**config.mk**
```make
export PLATFORM = sky130hd
export DESIGN_NAME = leaf_router_rr
export DESIGN_NICKNAME = d
export VERILOG_FILES = /design/src/rtl/leaf_router_pkg.sv /design/src/rtl/router_fifo.sv /design/src/rtl/leaf_router_rr.sv
export SDC_FILE = /design/constraint.sdc
export NUM_CORES = 1
export LEC_CHECK = 0
export CORE_MARGIN = 5
export CORE_UTILIZATION = 44
export CTS_CLUSTER_DIAMETER = 100
export CTS_CLUSTER_SIZE = 30
export DETAILED_ROUTE_END_ITERATION = 10
export DONT_BUFFER_PORTS = 1
export PLACE_DENSITY_LB_ADDON = 0.15
export SYNTH_ARGS = -nofsm -noshare
export SYNTH_HDL_FRONTEND = slang
export SYNTH_SLANG_ARGS = --single-unit
```
**constraint.sdc**
```tcl
create_clock -name clk -period 6.3 [get_ports clk]
set_input_delay 1.26 -clock clk [delete_from_list [all_inputs] [get_ports clk]]
set_output_delay 1.26 -clock clk [all_outputs]
set_load 0.1 [all_outputs]
```
**src/rtl/leaf_router_pkg.sv**
```systemverilog
// Shared address-field layout and routing helpers for the leaf router.
package leaf_router_pkg;

    localparam int unsigned ADDR_MAX = 32;
    localparam int unsigned DEF_AWIDTH = 6;

    localparam int unsigned LEAF_LSB = 0;
    localparam int unsigned LEAF_MSB = 1;
    localparam int unsigned GRP_LSB  = 2;
    localparam int unsigned GRP_MSB  = DEF_AWIDTH - 1;

    // Callers zero-extend dest and group, so everything above the leaf field is the group.
    function automatic logic is_local(input logic [ADDR_MAX-1:0] dest,
                                      input logic [ADDR_MAX-1:0] group,
                                      input logic [1:0]          leaf);
        return ((dest >> GRP_LSB) == group) && (dest[LEAF_MSB:LEAF_LSB] == leaf);
    endfunction

    function automatic int unsigned spine_sel(input logic [ADDR_MAX-1:0] dest,
                                              input int unsigned         n);
        return dest % n;
    endfunction

endpackage

```
**src/rtl/router_fifo.sv**
```systemverilog
// Pointer-based synchronous FIFO; the extra pointer bit separates full from empty.
module router_fifo #(
    parameter int unsigned WIDTH = 22,
    parameter int unsigned DEPTH = 8
) (
    input  logic             i_clk,
    input  logic             i_rst_n,
    input  logic             i_wr_en,
    input  logic [WIDTH-1:0] i_wr_word,
    input  logic             i_rd_en,
    output logic [WIDTH-1:0] o_rd_word,
    output logic             o_full,
    output logic             o_empty
);

    localparam int unsigned PW = $clog2(DEPTH);

    logic [WIDTH-1:0] r_mem [DEPTH];
    logic [PW:0]      r_wr_ptr;
    logic [PW:0]      r_rd_ptr;
    logic             w_do_wr;
    logic             w_do_rd;

    assign o_empty   = (r_wr_ptr == r_rd_ptr);
    assign o_full    = (r_wr_ptr[PW] != r_rd_ptr[PW]) && (r_wr_ptr[PW-1:0] == r_rd_ptr[PW-1:0]);
    assign o_rd_word = r_mem[r_rd_ptr[PW-1:0]];
    assign w_do_wr   = i_wr_en && !o_full;
    assign w_do_rd   = i_rd_en && !o_empty;

    always_ff @(posedge i_clk or negedge i_rst_n) begin
        if (!i_rst_n) begin
            r_wr_ptr <= '0;
            r_rd_ptr <= '0;
        end else begin
            if (w_do_wr) r_wr_ptr <= r_wr_ptr + 1'b1;
            if (w_do_rd) r_rd_ptr <= r_rd_ptr + 1'b1;
        end
    end

    always_ff @(posedge i_clk) begin
        if (w_do_wr) r_mem[r_wr_ptr[PW-1:0]] <= i_wr_word;
    end

endmodule

```
**src/rtl/leaf_router_rr.sv**
```systemverilog
// Leaf router: one GPU port and NUM_SPINES spine ports, per-input FIFOs,
// round-robin GPU egress arbitration, loopback and misroute drop counting.
module leaf_router_rr
    import leaf_router_pkg::*;
#(
    parameter int unsigned        DWIDTH     = 16,
    parameter int unsigned        AWIDTH     = 6,
    parameter int unsigned        NUM_SPINES = 4,
    parameter int unsigned        FIFO_DEPTH = 8,
    parameter logic [AWIDTH-3:0]  GROUP_ID   = 4'b0010,
    parameter logic [1:0]         LEAF_ID    = 2'd1
) (
    input  logic                              clk,
    input  logic                              reset,
    input  logic                              arb_enable,
    input  logic [DWIDTH-1:0]                 gpu_in_data,
    input  logic [AWIDTH-1:0]                 gpu_in_dest,
    input  logic                              gpu_in_valid,
    output logic                              gpu_in_ready,
    output logic [DWIDTH-1:0]                 gpu_out_data,
    output logic                              gpu_out_valid,
    input  logic                              gpu_out_ready,
    input  logic [NUM_SPINES*DWIDTH-1:0]      spine_in_data,
    input  logic [NUM_SPINES*AWIDTH-1:0]      spine_in_dest,
    input  logic [NUM_SPINES-1:0]             spine_in_valid,
    output logic [NUM_SPINES-1:0]             spine_in_ready,
    output logic [NUM_SPINES*DWIDTH-1:0]      spine_out_data,
    output logic [NUM_SPINES*AWIDTH-1:0]      spine_out_dest,
    output logic [NUM_SPINES-1:0]             spine_out_valid,
    input  logic [NUM_SPINES-1:0]             spine_out_ready,
    output logic [NUM_SPINES:0]               fifo_full,
    output logic [NUM_SPINES:0]               fifo_empty,
    output logic [7:0]                        drop_count,
    output logic [$clog2(NUM_SPINES+1)-1:0]   current_grant,
    output logic                              busy
);

    localparam int unsigned NP = NUM_SPINES + 1;
    localparam int unsigned GW = $clog2(NP);
    localparam int unsigned FW = AWIDTH + DWIDTH;

    logic [FW-1:0]            w_wr_word [NP];
    logic [FW-1:0]            w_head    [NP];
    logic [NP-1:0]            w_wr_en;
    logic [NP-1:0]            w_rd_en;
    logic [NP-1:0]            w_full;
    logic [NP-1:0]            w_empty;
    logic [NP-1:0]            w_req;
    logic [NUM_SPINES-1:0]    w_up_load;
    logic [3:0]               w_drop_sum;
    logic [8:0]               w_drop_next;
    logic                     w_grant;
    logic [GW-1:0]            w_grant_idx;
    logic [DWIDTH-1:0]        w_grant_data;
    logic [GW:0]              w_sum;
    logic [AWIDTH-1:0]        w_gpu_dest;
    logic [DWIDTH-1:0]        w_gpu_data;

    logic                          r_gpu_valid;
    logic [DWIDTH-1:0]             r_gpu_data;
    logic [NUM_SPINES-1:0]         r_sp_valid;
    logic [NUM_SPINES*DWIDTH-1:0]  r_sp_data;
    logic [NUM_SPINES*AWIDTH-1:0]  r_sp_dest;
    logic [GW-1:0]                 r_ptr;
    logic [7:0]                    r_drop;

    always_comb begin
        for (int unsigned i = 0; i < NUM_SPINES; i++) begin
            w_wr_word[i] = {spine_in_dest[i*AWIDTH +: AWIDTH], spine_in_data[i*DWIDTH +: DWIDTH]};
            w_wr_en[i]   = spine_in_valid[i] & spine_in_ready[i];
        end
        w_wr_word[NUM_SPINES] = {gpu_in_dest, gpu_in_data};
        w_wr_en[NUM_SPINES]   = gpu_in_valid & gpu_in_ready;
    end

    for (genvar gi = 0; gi < NP; gi++) begin : g_fifo
        router_fifo #(
            .WIDTH (FW),
            .DEPTH (FIFO_DEPTH)
        ) u_fifo (
            .i_clk     (clk),
            .i_rst_n   (reset),
            .i_wr_en   (w_wr_en[gi]),
            .i_wr_word (w_wr_word[gi]),
            .i_rd_en   (w_rd_en[gi]),
            .o_rd_word (w_head[gi]),
            .o_full    (w_full[gi]),
            .o_empty   (w_empty[gi])
        );
    end

    // Ready is forced low while reset is held.
    assign spine_in_ready = ~w_full[NUM_SPINES-1:0] & {NUM_SPINES{reset}};
    assign gpu_in_ready   = ~w_full[NUM_SPINES] & reset;

    assign w_gpu_dest = w_head[NUM_SPINES][FW-1 -: AWIDTH];
    assign w_gpu_data = w_head[NUM_SPINES][DWIDTH-1:0];

    always_comb begin
        w_req        = '0;
        w_rd_en      = '0;
        w_up_load    = '0;
        w_drop_sum   = '0;
        w_grant      = 1'b0;
        w_grant_idx  = '0;
        w_grant_data = '0;
        w_sum        = '0;

        if (!w_empty[NUM_SPINES]) begin
            if (is_local(ADDR_MAX'(w_gpu_dest), ADDR_MAX'(GROUP_ID), LEAF_ID)) begin
                w_req[NUM_SPINES] = 1'b1;
            end else begin
                for (int unsigned s = 0; s < NUM_SPINES; s++) begin
                    if (spine_sel(ADDR_MAX'(w_gpu_dest), NUM_SPINES) == s && arb_enable &&
                        (!r_sp_valid[s] || spine_out_ready[s])) begin
                        w_up_load[s]        = 1'b1;
                        w_rd_en[NUM_SPINES] = 1'b1;
                    end
                end
            end
        end

        // Misrouted spine heads are discarded regardless of arb_enable.
        for (int unsigned i = 0; i < NUM_SPINES; i++) begin
            if (!w_empty[i]) begin
                if (is_local(ADDR_MAX'(w_head[i][FW-1 -: AWIDTH]), ADDR_MAX'(GROUP_ID), LEAF_ID)) begin
                    w_req[i] = 1'b1;
                end else begin
                    w_rd_en[i] = 1'b1;
                    w_drop_sum = w_drop_sum + 4'd1;
                end
            end
        end

        if (arb_enable && (!r_gpu_valid || gpu_out_ready)) begin
            for (int unsigned k = 1; k <= NP; k++) begin
                w_sum = {1'b0, r_ptr} + (GW+1)'(k);
                if (w_sum >= (GW+1)'(NP)) w_sum = w_sum - (GW+1)'(NP);
                for (int unsigned i = 0; i < NP; i++) begin
                    if (!w_grant && w_sum == (GW+1)'(i) && w_req[i]) begin
                        w_grant     = 1'b1;
                        w_grant_idx = GW'(i);
                    end
                end
            end
            for (int unsigned i = 0; i < NP; i++) begin
                if (w_grant && w_grant_idx == GW'(i)) begin
                    w_rd_en[i]   = 1'b1;
                    w_grant_data = w_head[i][DWIDTH-1:0];
                end
            end
        end
    end

    assign w_drop_next = {1'b0, r_drop} + 9'(w_drop_sum);

    always_ff @(posedge clk or negedge reset) begin
        if (!reset) begin
            r_gpu_valid <= 1'b0;
            r_gpu_data  <= '0;
            r_sp_valid  <= '0;
            r_sp_data   <= '0;
            r_sp_dest   <= '0;
            r_ptr       <= '0;
            r_drop      <= '0;
        end else begin
            if (w_grant) begin
                r_gpu_valid <= 1'b1;
                r_gpu_data  <= w_grant_data;
                r_ptr       <= w_grant_idx;
            end else if (gpu_out_ready) begin
                r_gpu_valid <= 1'b0;
                r_gpu_data  <= '0;
            end
            for (int unsigned s = 0; s < NUM_SPINES; s++) begin
                if (w_up_load[s]) begin
                    r_sp_valid[s]                  <= 1'b1;
                    r_sp_data[s*DWIDTH +: DWIDTH]  <= w_gpu_data;
                    r_sp_dest[s*AWIDTH +: AWIDTH]  <= w_gpu_dest;
                end else if (spine_out_ready[s]) begin
                    r_sp_valid[s]                  <= 1'b0;
                    r_sp_data[s*DWIDTH +: DWIDTH]  <= '0;
                    r_sp_dest[s*AWIDTH +: AWIDTH]  <= '0;
                end
            end
            r_drop <= (w_drop_next > 9'd255) ? 8'hFF : w_drop_next[7:0];
        end
    end

    assign gpu_out_valid   = r_gpu_valid;
    assign gpu_out_data    = r_gpu_data;
    assign spine_out_valid = r_sp_valid;
    assign spine_out_data  = r_sp_data;
    assign spine_out_dest  = r_sp_dest;
    assign fifo_full       = w_full;
    assign fifo_empty      = w_empty;
    assign drop_count      = r_drop;
    assign current_grant   = r_ptr;
    assign busy            = ~&w_empty | r_gpu_valid | (|r_sp_valid);

endmodule

```
==> results.ini, run 1 <==
[synthesis]
synth_edf_count = 880
async_flop_share = 0.1538
synth_top_flop_cell = edfxtp_1
ys_seq_area_frac = 0.7326
syn_area_um2 = 41530
synth-seq-cells = 1040
synth_nets = 2438
syn_inst = 2283
synth.avg_cell_area_um2 = 18.19
synth.distinct_cells = 87
yosysWarnings = 0

[timing]
max_clock_freq_mhz = 179.0
hold_violations = 0
finalCriticalPeriod_ns = 5.586
max_slew_margin = 0.1134
rsz0062_at_grt = false
fin_skew_ns = 0.03180
worstMarginPinSlew_ns = 1.321
period_share = 0.8866
setup_viol = 0
slew_viol_final = 0
final.setup.tns_ns = 0

[floorplan]
die-area_um2 = 100600
row_count = 112
coreArea_um2 = 93470
fp.dieH_um = 317.2
die-width_um = 317.2
ios = 259
start_util = 0.4444

[clocking]
cts-root-buf = clkbuf_16
numCtsBuffers = 44
clk_pin_slew_ns = 0.11
cts.path.max_buffers = 3
insertion_delay_ns = 0.64
cts_tree = done
h-tree-depth = 2
post_cts_buffers = 0
cts_hold_buf = 0
post_cts_resized = 0
clock-sinks = 1040

[worst_setup_path]
r2r_slack_ns = 0.71
r2r_end = drop_count[5]$_DFF_PN0_
r2r_start = g_fifo[0].u_fifo.r_rd_ptr[0]$_DFFE_PN0P_
critical_path.max_fanout = 17
reg2reg_depth = 20
start_kind = flip-flop
worstPathRequired_ns = 6.81
crit_type = flip-flop to flip-flop
cp.arrival_ns = 6.09
cp-end-kind = flip-flop

[global_routing]
grt_use_total = 0.2003
antenna_found_initial = 6
grt_pass1_vias = 21004
grt_max_degree = 171
grt_pass1_wl_um = 147900
overflow = 0

[outcome]
status = finished clean

[place]
dp_cells = 3482
hpwl_um = 67250
portBuffers = 0
gp_congestion = 0.9261

[power]
p_per_area_nw_per_um2 = 461.9
p_leak_nw = 14.77
worst_ir_drop_vdd_mv = 0.2994
total_power_mw = 20.65

[layout]
postLayoutCoreUtil = 0.4784
drive_gt1_frac = 0.1824
syn_to_final_growth_pct = 7.660
fin_cells = 3562
layout.nets = 2429
nFillCells = 7805
most-common-layout-cells = edfxtp_1 (880), mux4_2 (170), dfrtp_1 (153)
final_common_cell = edfxtp_1
antennaDiodeCount = 0

[route]
ant_nets = 0
first_pass_iters = 8
drc = 0
wl_um = 102500
vias_per_cell = 5.807
wl_per_cell_um = 28.78
num_vias = 20686
drtIter0Drc = 1863

[run]
max_cap_violations = 0

[hold_path]
holdCritPathClass = primary input to asynchronous set/reset pin

## power by group
part	total (mW)	switching (mW)	internal, mW
clock network	3.58	2.12	1.46
logic	6.76	4.16	2.60
registers	10.3	2.06	8.26
total	20.7	8.34	12.3
## cell type report
cell class | count | area, um^2 | share of cell area
sequential | 1040 | 30440 | 0.6807
clock buffer | 69 | 1230 | 0.02750
tap | 1254 | 1569 | 0.03509
inverter | 35 | 131.4 | 0.002938
clock inverter | 11 | 160.2 | 0.003582
timing repair buffer | 74 | 555.5 | 0.01242
multi-input combinational | 1079 | 10630 | 0.2378
## worst max path at each step
stage | startpoint | end | cells past startpoint
2_1_floorplan | g_fifo[4].u_fifo.r_rd_ptr[1]$_DFFE_PN0P_ | g_fifo[4].u_fifo.r_mem[4][0]$_DFFE_PP_ | 8
3_5_place_dp | g_fifo[0].u_fifo.r_rd_ptr[0]$_DFFE_PN0P_ | drop_count[5]$_DFF_PN0_ | 20
3_3_place_gp | g_fifo[0].u_fifo.r_rd_ptr[0]$_DFFE_PN0P_ | drop_count[5]$_DFF_PN0_ | 20
5_1_grt | g_fifo[0].u_fifo.r_rd_ptr[0]$_DFFE_PN0P_ | drop_count[6]$_DFF_PN0_ | 21
4_1_cts | g_fifo[0].u_fifo.r_rd_ptr[0]$_DFFE_PN0P_ | drop_count[5]$_DFF_PN0_ | 20
6_report | g_fifo[0].u_fifo.r_rd_ptr[0]$_DFFE_PN0P_ | drop_count[5]$_DFF_PN0_ | 20
## state kept, by name (all words and copies together) (netlist names)
signal	count
spine_out_data	64
g_fifo.u_fifo.r_rd_ptr	20
g_fifo.u_fifo.r_mem	880
gpu_out_valid	1
spine_out_dest	24
g_fifo.u_fifo.r_wr_ptr	20
current_grant	3
drop_count	8
spine_out_valid	4
gpu_out_data	16
## routing by layer
layer | global-route usage | share of wire | up-vias
li1 | - | - | 8999
met2 | 0.3247 | 0.48 | 614
met1 | 0.2734 | 0.42 | 10974
met4 | 0.03703 | 0.017 | 0
met3 | 0.06256 | 0.090 | 99
met5 | 0 | 0 | -
## cell usage after synthesis, types with 30 or more instances
master | instances | area share
nand3b_1 | 85 | 0.015
ha_1 | 30 | 0.0090
edfxtp_1 | 880 | 0.64
mux2_2 | 30 | 0.0081
o21ai_0 | 114 | 0.014
mux4_2 | 170 | 0.092
mux2i_1 | 76 | 0.018
nor4b_1 | 31 | 0.0065
clkbuf_1 | 82 | 0.0074
a21oi_1 | 36 | 0.0043
dfrtp_1 | 160 | 0.096
inv_1 | 34 | 0.0031
nor2_1 | 62 | 0.0056
nand2_1 | 86 | 0.0078
xor2_1 | 33 | 0.0070
## worst max-delay path, cell delays in order (launching register included)
cell      delay [ns]
dfrtp_2         0.58
nor4bb_1        0.19
a32oi_1         0.21
a32oi_1         0.08
a311oi_1        1.00
nand2_1         0.43
inv_1           0.20
ha_1            0.24
nand2_1         0.05
o21ai_0         0.17
ha_1            0.33
mux2_2          0.28
ha_1            0.26
mux2_2          0.28
ha_1            0.27
a21o_1          0.18
a21oi_1         0.18
nor2b_1         0.09
o21ai_0         0.19
xor2_1          0.16
nand2_1         0.07
## cells by family after synthesis
family | after synthesis | share of synthesized area
XOR/XNOR | 55 | 0.01160
flip-flops | 1040 | 0.7326
AND/OR/NAND/NOR | 448 | 0.06465
buffers and inverters | 164 | 0.01705
adder cells (fa/ha/maj) | 32 | 0.01000
AO/OA/AOI/OAI | 253 | 0.04121
multiplexers | 291 | 0.1229
## metrics by stage
step / area (um^2) / hold WS [ns] / worst slack [ns]
3_3_place_gp: 43330 / 0.4745 / 0.8413
5_1_grt: 44720 / 0.2722 / 0.3638
4_1_cts: 44720 / 0.2598 / 0.8469
2_1_floorplan: 41530 / 0.4604 / 1.049
6_report: 44720 / 0.3088 / 0.7144
3_5_place_dp: 43330 / 0.4763 / 0.8355
Power figures use the tool's default switching activity.
==> inputs of run 2 (changes only) <==
--- a/config.mk
+++ b/config.mk
@@ -7,7 +7,6 @@
 export LEC_CHECK = 0
 export CORE_MARGIN = 5
 export CORE_UTILIZATION = 44
-export CTS_CLUSTER_DIAMETER = 100
 export CTS_CLUSTER_SIZE = 30
 export DETAILED_ROUTE_END_ITERATION = 10
 export DONT_BUFFER_PORTS = 1
==> run 2 against run 1 <==
Worst setup slack improved by 0.030 ns. Total power rose by 14%. Clock skew fell by 0.0092 ns. Critical path type unchanged. Critical endpoint unchanged.
==> results.ini, run 2 (same netlist as run 1, synthesis figures left out) <==
[clocking]
cts_hold_buf = 0  ; unchanged
cts_tree = done
cts-root-buf = clkbuf_16
cts.path.max_buffers = 3  ; unchanged
insertion_delay_ns = 0.68  ; +0.04 ns
clock-sinks = 1040  ; unchanged
post_cts_buffers = 0  ; unchanged
post_cts_resized = 0  ; unchanged
numCtsBuffers = 107  ; +140%
h-tree-depth = 3  ; +1
clk_pin_slew_ns = 0.06  ; -0.05 ns

[layout]
multi_input_area_um2 = 10630  ; unchanged
final_common_cell = edfxtp_1
most-common-layout-cells = edfxtp_1 (880), mux4_2 (170), dfrtp_1 (153)
postLayoutCellArea_um2 = 46860  ; +4.8%
nFillCells = 7647  ; -2.0%
drive_gt1_frac = 0.2153  ; +0.03294
syn_to_final_growth_pct = 12.82
largest_reg_flops = 880  ; unchanged
antennaDiodeCount = 0  ; unchanged
layout.nets = 2492  ; +2.6%
ff_latch_area_um2 = 30440  ; unchanged

[timing]
setup_viol = 0  ; unchanged
fin_skew_ns = 0.02257  ; -0.009226 ns
period_share = 0.8819  ; -0.004694
hold_slack_ns = 0.2952  ; -0.01358 ns
max_slew_margin = 0.1322  ; +0.01883
rsz0062_at_grt = false
slew_viol_final = 0  ; unchanged
worstMarginPinSlew_ns = 1.293  ; -0.02806 ns
final.setup.tns_ns = 0  ; unchanged
max_clock_freq_mhz = 180.0  ; +0.53%
setup_ws_ns = 0.7440  ; +0.02957 ns
finalCriticalPeriod_ns = 5.556  ; -0.02957 ns
hold_violations = 0  ; unchanged

[route]
first_pass_iters = 6  ; -2
vias_per_cell = 5.744  ; -1.1%
ant_nets = 0  ; unchanged
wl_um = 103800  ; +1.2%
drc = 0  ; unchanged
num_vias = 21127  ; +2.1%
drtIter0Drc = 1837  ; -1.4%
wl_per_cell_um = 28.22  ; -2.0%

[place]
gp_congestion = 0.9261  ; unchanged
hpwl_um = 67250  ; unchanged
dpl_cell_area_um2 = 43330  ; unchanged
preCtsSetupSlack_ns = 0.8355  ; unchanged
portBuffers = 0  ; unchanged

[floorplan]
die-area_um2 = 100600  ; unchanged
coreArea_um2 = 93470  ; unchanged
fp.dieH_um = 317.2  ; unchanged
start_util = 0.4444  ; unchanged
row_count = 112  ; unchanged
ios = 259  ; unchanged
die-width_um = 317.2  ; unchanged

[power]
worst_ir_drop_vdd_mv = 0.2830  ; -5.5%
p_per_area_nw_per_um2 = 500.7  ; +8.4%
p_leak_nw = 15.82  ; +7.1%

[worst_setup_path]
worstPathRequired_ns = 6.86  ; +0.05 ns
cpPeakStageDelay_ns = 0.98  ; -0.02 ns
cp-end-kind = flip-flop
timing.critical_path.slowest_stage_cell = a311oi_1
timing.critical_path.cells = nor3b_1 -> o21bai_1 -> a32oi_1 -> a311oi_1 -> nand2_1 -> inv_1 -> ha_1 -> nand2_1 -> o21ai_0 -> ha_1 -> mux2_2 -> ha_1 -> mux2_2 -> ha_1 -> a21o_1 -> a21oi_1 -> nor2b_1 -> o21ai_0 -> xor2_1 -> nand2_1
cp.arrival_ns = 6.12  ; +0.03 ns
worst-path-buf-inv = 1  ; unchanged
critical_path.max_fanout = 17  ; unchanged
crit_type = flip-flop to flip-flop
crit_top_cell = ha_1
start_kind = flip-flop
cp_top_family = compound AO/OA/AOI/OAI gates

[global_routing]
overflow = 0  ; unchanged
grt_max_degree = 171  ; unchanged
grt_pass1_wl_um = 149800  ; +1.3%
grt_use_total = 0.2041  ; +0.003822
grt_pass1_vias = 21695  ; +3.3%
antenna_found_initial = 8  ; +2

[hold_path]
holdCritPathClass = primary input to asynchronous set/reset pin

[run]
max_cap_violations = 0  ; unchanged

[outcome]
status = finished clean

## run 2: area by class of cell
| type | instances | area share |
|---|---|---|
| inverter | 35 | 0.002804 |
| timing repair buffer | 74 | 0.01186 |
| multi-input combinational | 1079 | 0.2269 |
| clock buffer | 147 | 0.06275 |
| sequential | 1040 | 0.6496 |
| clock inverter | 49 | 0.01263 |
| tap | 1254 | 0.03348 |
## run 2: where the power goes
| group | leakage (nW) | internal (mW) | switching, mW |
|---|---|---|---|
| Sequential | 10.0 | 8.27 | 2.06 |
| Clock | 1.72 | 3.75 | 2.59 |
| Combinational | 4.07 | 2.60 | 4.19 |
## run 2: worst paths after layout
kind	slack (ns)	depth (start not counted)	from	end
worst max-delay path	0.74	20	g_fifo[0].u_fifo.r_rd_ptr[0]$_DFFE_PN0P_	drop_count[5]$_DFF_PN0_
worst min-delay path	0.30	0	reset	spine_out_data[54]$_DFFE_PN0P_
worst max register to register	0.74	20	g_fifo[0].u_fifo.r_rd_ptr[0]$_DFFE_PN0P_	drop_count[5]$_DFF_PN0_
worst min register to register	0.48	1	g_fifo[3].u_fifo.r_wr_ptr[3]$_DFFE_PN0P_	g_fifo[3].u_fifo.r_wr_ptr[3]$_DFFE_PN0P_
max in group asynchronous	5.66	0	reset	g_fifo[1].u_fifo.r_rd_ptr[0]$_DFFE_PN0P_
min in group clk	0.48	1	g_fifo[3].u_fifo.r_wr_ptr[3]$_DFFE_PN0P_	g_fifo[3].u_fifo.r_wr_ptr[3]$_DFFE_PN0P_
## run 2: per-layer routing
layer	routed length (um)	vias up	part of all wire	track usage
li1	-	9193	-	-
met1	41940	11071	0.40	0.2671
met2	48810	697	0.47	0.3236
met3	10490	164	0.10	0.08198
met4	2518	2	0.024	0.05037
met5	17	-	0.00016	0
## run 2: metrics by stage
stage,util,std cells,power [mW]
after floorplan,-,2283,14.93
after global placement,0.4635,3482,17.22
after detailed placement,0.4635,3482,17.32
after CTS,0.5013,3678,23.69
after global routing,0.5013,3678,24.53
final,0.5013,3678,23.46
==> inputs of run 3 (changes only) <==
==> constraint.sdc (replaced) <==
create_clock -name clk -period 6.3 [get_ports clk]
set_input_delay 0.945 -clock clk [delete_from_list [all_inputs] [get_ports clk]]
set_output_delay 0.945 -clock clk [all_outputs]
set_load 0.1 [all_outputs]
==> run 3 against run 2 <==
Via count is 0.12% lower. Final cell count is essentially flat. Worst setup slack gained 0.061 ns. First-iteration DRC count shrank 2.9%. Flip-flop and latch count stayed put. Global-route usage rose by 0.13 points. Final area barely moved. Critical path type unchanged. Largest cell class unchanged.
==> results.ini, run 3 (same netlist as run 1, synthesis figures left out) <==
[outcome]
status = finished clean

[clocking]
cts-root-buf = clkbuf_16
numCtsBuffers = 107  ; unchanged
cts_hold_buf = 1  ; +1
insertion_delay_ns = 0.68  ; about the same
post_cts_buffers = 0  ; unchanged
h-tree-depth = 3  ; unchanged
post_cts_resized = 0  ; unchanged
cts_tree = done
cts.path.max_buffers = 3  ; unchanged
clk_pin_slew_ns = 0.06  ; about the same
clock-sinks = 1040  ; unchanged

[place]
gp_congestion = 0.9261  ; unchanged
portBuffers = 0  ; unchanged
hpwl_um = 67250  ; unchanged
preCtsSetupSlack_ns = 0.8355  ; unchanged

[route]
vias_per_cell = 5.736  ; -0.15%
drc = 0  ; unchanged
wl_per_cell_um = 28.38  ; +0.58%
num_vias = 21101  ; -0.12%
drtIter0Drc = 1783  ; -2.9%
first_pass_iters = 6  ; unchanged
ant_nets = 0  ; unchanged
wl_um = 104400  ; +0.61%

[timing]
max_clock_freq_mhz = 182.0  ; +1.1%
hold_violations = 0  ; unchanged
finalCriticalPeriod_ns = 5.495  ; -0.06129 ns
max_slew_margin = 0.1782  ; +0.04606
setup_ws_ns = 0.8053  ; +0.06129 ns
rsz0062_at_grt = false
slew_viol_final = 0  ; unchanged
hold_slack_ns = 0.3538  ; +0.05858 ns
final.setup.tns_ns = 0  ; unchanged
fin_skew_ns = 0.02179  ; -0.0007802 ns
worstMarginPinSlew_ns = 1.224  ; -0.06863 ns
period_share = 0.8722  ; -0.009728
setup_viol = 0  ; unchanged

[global_routing]
grt_use_total = 0.2054  ; +0.001253
grt_pass1_wl_um = 150400  ; +0.41%
grt_pass1_vias = 21681  ; -0.065%
antenna_found_initial = 8  ; unchanged
overflow = 0  ; unchanged
grt_max_degree = 161  ; -5.8%

[worst_setup_path]
r2r_end = drop_count[5]$_DFF_PN0_
timing.critical_path.slowest_stage_cell = a311oi_1
cp-end-kind = flip-flop
crit_type = flip-flop to flip-flop
critical_path.max_fanout = 17  ; unchanged
crit_top_cell = ha_1
start_kind = flip-flop
worstPathRequired_ns = 6.86  ; about the same
reg2reg_depth = 20  ; unchanged
cp.arrival_ns = 6.05  ; -0.07 ns
cpPeakStageDelay_ns = 0.94  ; -0.04 ns
r2r_slack_ns = 0.81  ; +0.06 ns
r2r_start = g_fifo[0].u_fifo.r_rd_ptr[0]$_DFFE_PN0P_
timing.critical_path.cells = nor4bb_1 -> a32oi_1 -> a32oi_1 -> a311oi_1 -> nand2_1 -> inv_1 -> ha_1 -> nand2_1 -> o21ai_0 -> ha_1 -> mux2_2 -> ha_1 -> mux2_2 -> ha_1 -> a21o_1 -> a21oi_1 -> nor2b_1 -> o21ai_0 -> xor2_1 -> nand2_1

[layout]
layout.nets = 2493  ; +0.040%
syn_to_final_growth_pct = 12.88  ; about the same
postLayoutCoreUtil = 0.5016  ; about the same
largest_reg_flops = 880  ; unchanged
final_common_cell = edfxtp_1
drive_gt1_frac = 0.2157  ; +0.0003236
antennaDiodeCount = 0  ; unchanged
most-common-layout-cells = edfxtp_1 (880), mux4_2 (170), dfrtp_1 (153)

[floorplan]
die-area_um2 = 100600  ; unchanged
start_util = 0.4444  ; unchanged
coreArea_um2 = 93470  ; unchanged
die-width_um = 317.2  ; unchanged
row_count = 112  ; unchanged
ios = 259  ; unchanged
fp.dieH_um = 317.2  ; unchanged

[power]
p_per_area_nw_per_um2 = 500.8  ; about the same
p_leak_nw = 15.83  ; about the same
worst_ir_drop_vdd_mv = 0.2821  ; -0.30%

[hold_path]
min-delay-start = spine_in_data[9]
hold_depth = 0
holdCritPathClass = primary input to flip-flop
holdPathEnd = g_fifo[0].u_fifo.r_mem[0][9]$_DFFE_PP_

[run]
max_cap_violations = 0  ; unchanged

[run 3: changes by cell type in the layout (fill, tap and decap cells not counted), sizes merged]
| cell | previous run | this run |
|---|---|---|
| buf | 74 | 75 |
[run 3: worst max path at each step]
stage | from | endpoint | slack, ns | depth (start not counted)
2_1_floorplan | g_fifo[4].u_fifo.r_rd_ptr[1]$_DFFE_PN0P_ | g_fifo[4].u_fifo.r_mem[4][0]$_DFFE_PP_ | 1.05 | 8
3_3_place_gp | g_fifo[0].u_fifo.r_rd_ptr[0]$_DFFE_PN0P_ | drop_count[5]$_DFF_PN0_ | 0.84 | 20
3_5_place_dp | g_fifo[0].u_fifo.r_rd_ptr[0]$_DFFE_PN0P_ | drop_count[5]$_DFF_PN0_ | 0.84 | 20
4_1_cts | g_fifo[0].u_fifo.r_rd_ptr[0]$_DFFE_PN0P_ | drop_count[5]$_DFF_PN0_ | 0.85 | 20
5_1_grt | g_fifo[0].u_fifo.r_rd_ptr[0]$_DFFE_PN0P_ | drop_count[6]$_DFF_PN0_ | 0.28 | 21
6_report | g_fifo[0].u_fifo.r_rd_ptr[0]$_DFFE_PN0P_ | drop_count[5]$_DFF_PN0_ | 0.81 | 20
[run 3: per-stage QoR]
step	cells	total power [mW]	instance area (um^2)
3_5_place_dp	3482	17.32	43330
3_3_place_gp	3482	17.22	43330
2_1_floorplan	2283	14.93	41530
5_1_grt	3679	24.55	46890
6_report	3679	23.48	46890
4_1_cts	3679	23.72	46890
[run 3: power breakdown]
group / total, mW / switching, mW / internal, mW
clock network: 6.34 / 2.59 / 3.75
logic: 6.80 / 4.21 / 2.60
registers: 10.3 / 2.06 / 8.27
total: 23.5 / 8.86 / 14.6
[run 3: routing by layer]
metal	share of wire	GRT usage
met5	0.00016	0
met1	0.40	0.2678
met2	0.47	0.3270
met3	0.10	0.08263
met4	0.023	0.04968
[run 3: area by class of cell]
class	instances	area, um^2
multi-input combinational	1079	10630
fill	7644	46580
inverter	35	131.4
timing repair buffer	75	583.1
clock inverter	49	591.8
tap	1254	1569
clock buffer	147	2940
sequential	1040	30440
[run 3: worst max-delay path, delay by kind of cell (launching register included)]
family                   cells  cell delay [ns]
flip-flops                   1             0.56
adder cells (fa/ha/maj)      4             1.11
AO/OA/AOI/OAI                7             1.96
AND/OR/NAND/NOR              5             0.81
buffers and inverters        1             0.19
XOR/XNOR                     1             0.16
multiplexers                 2             0.56
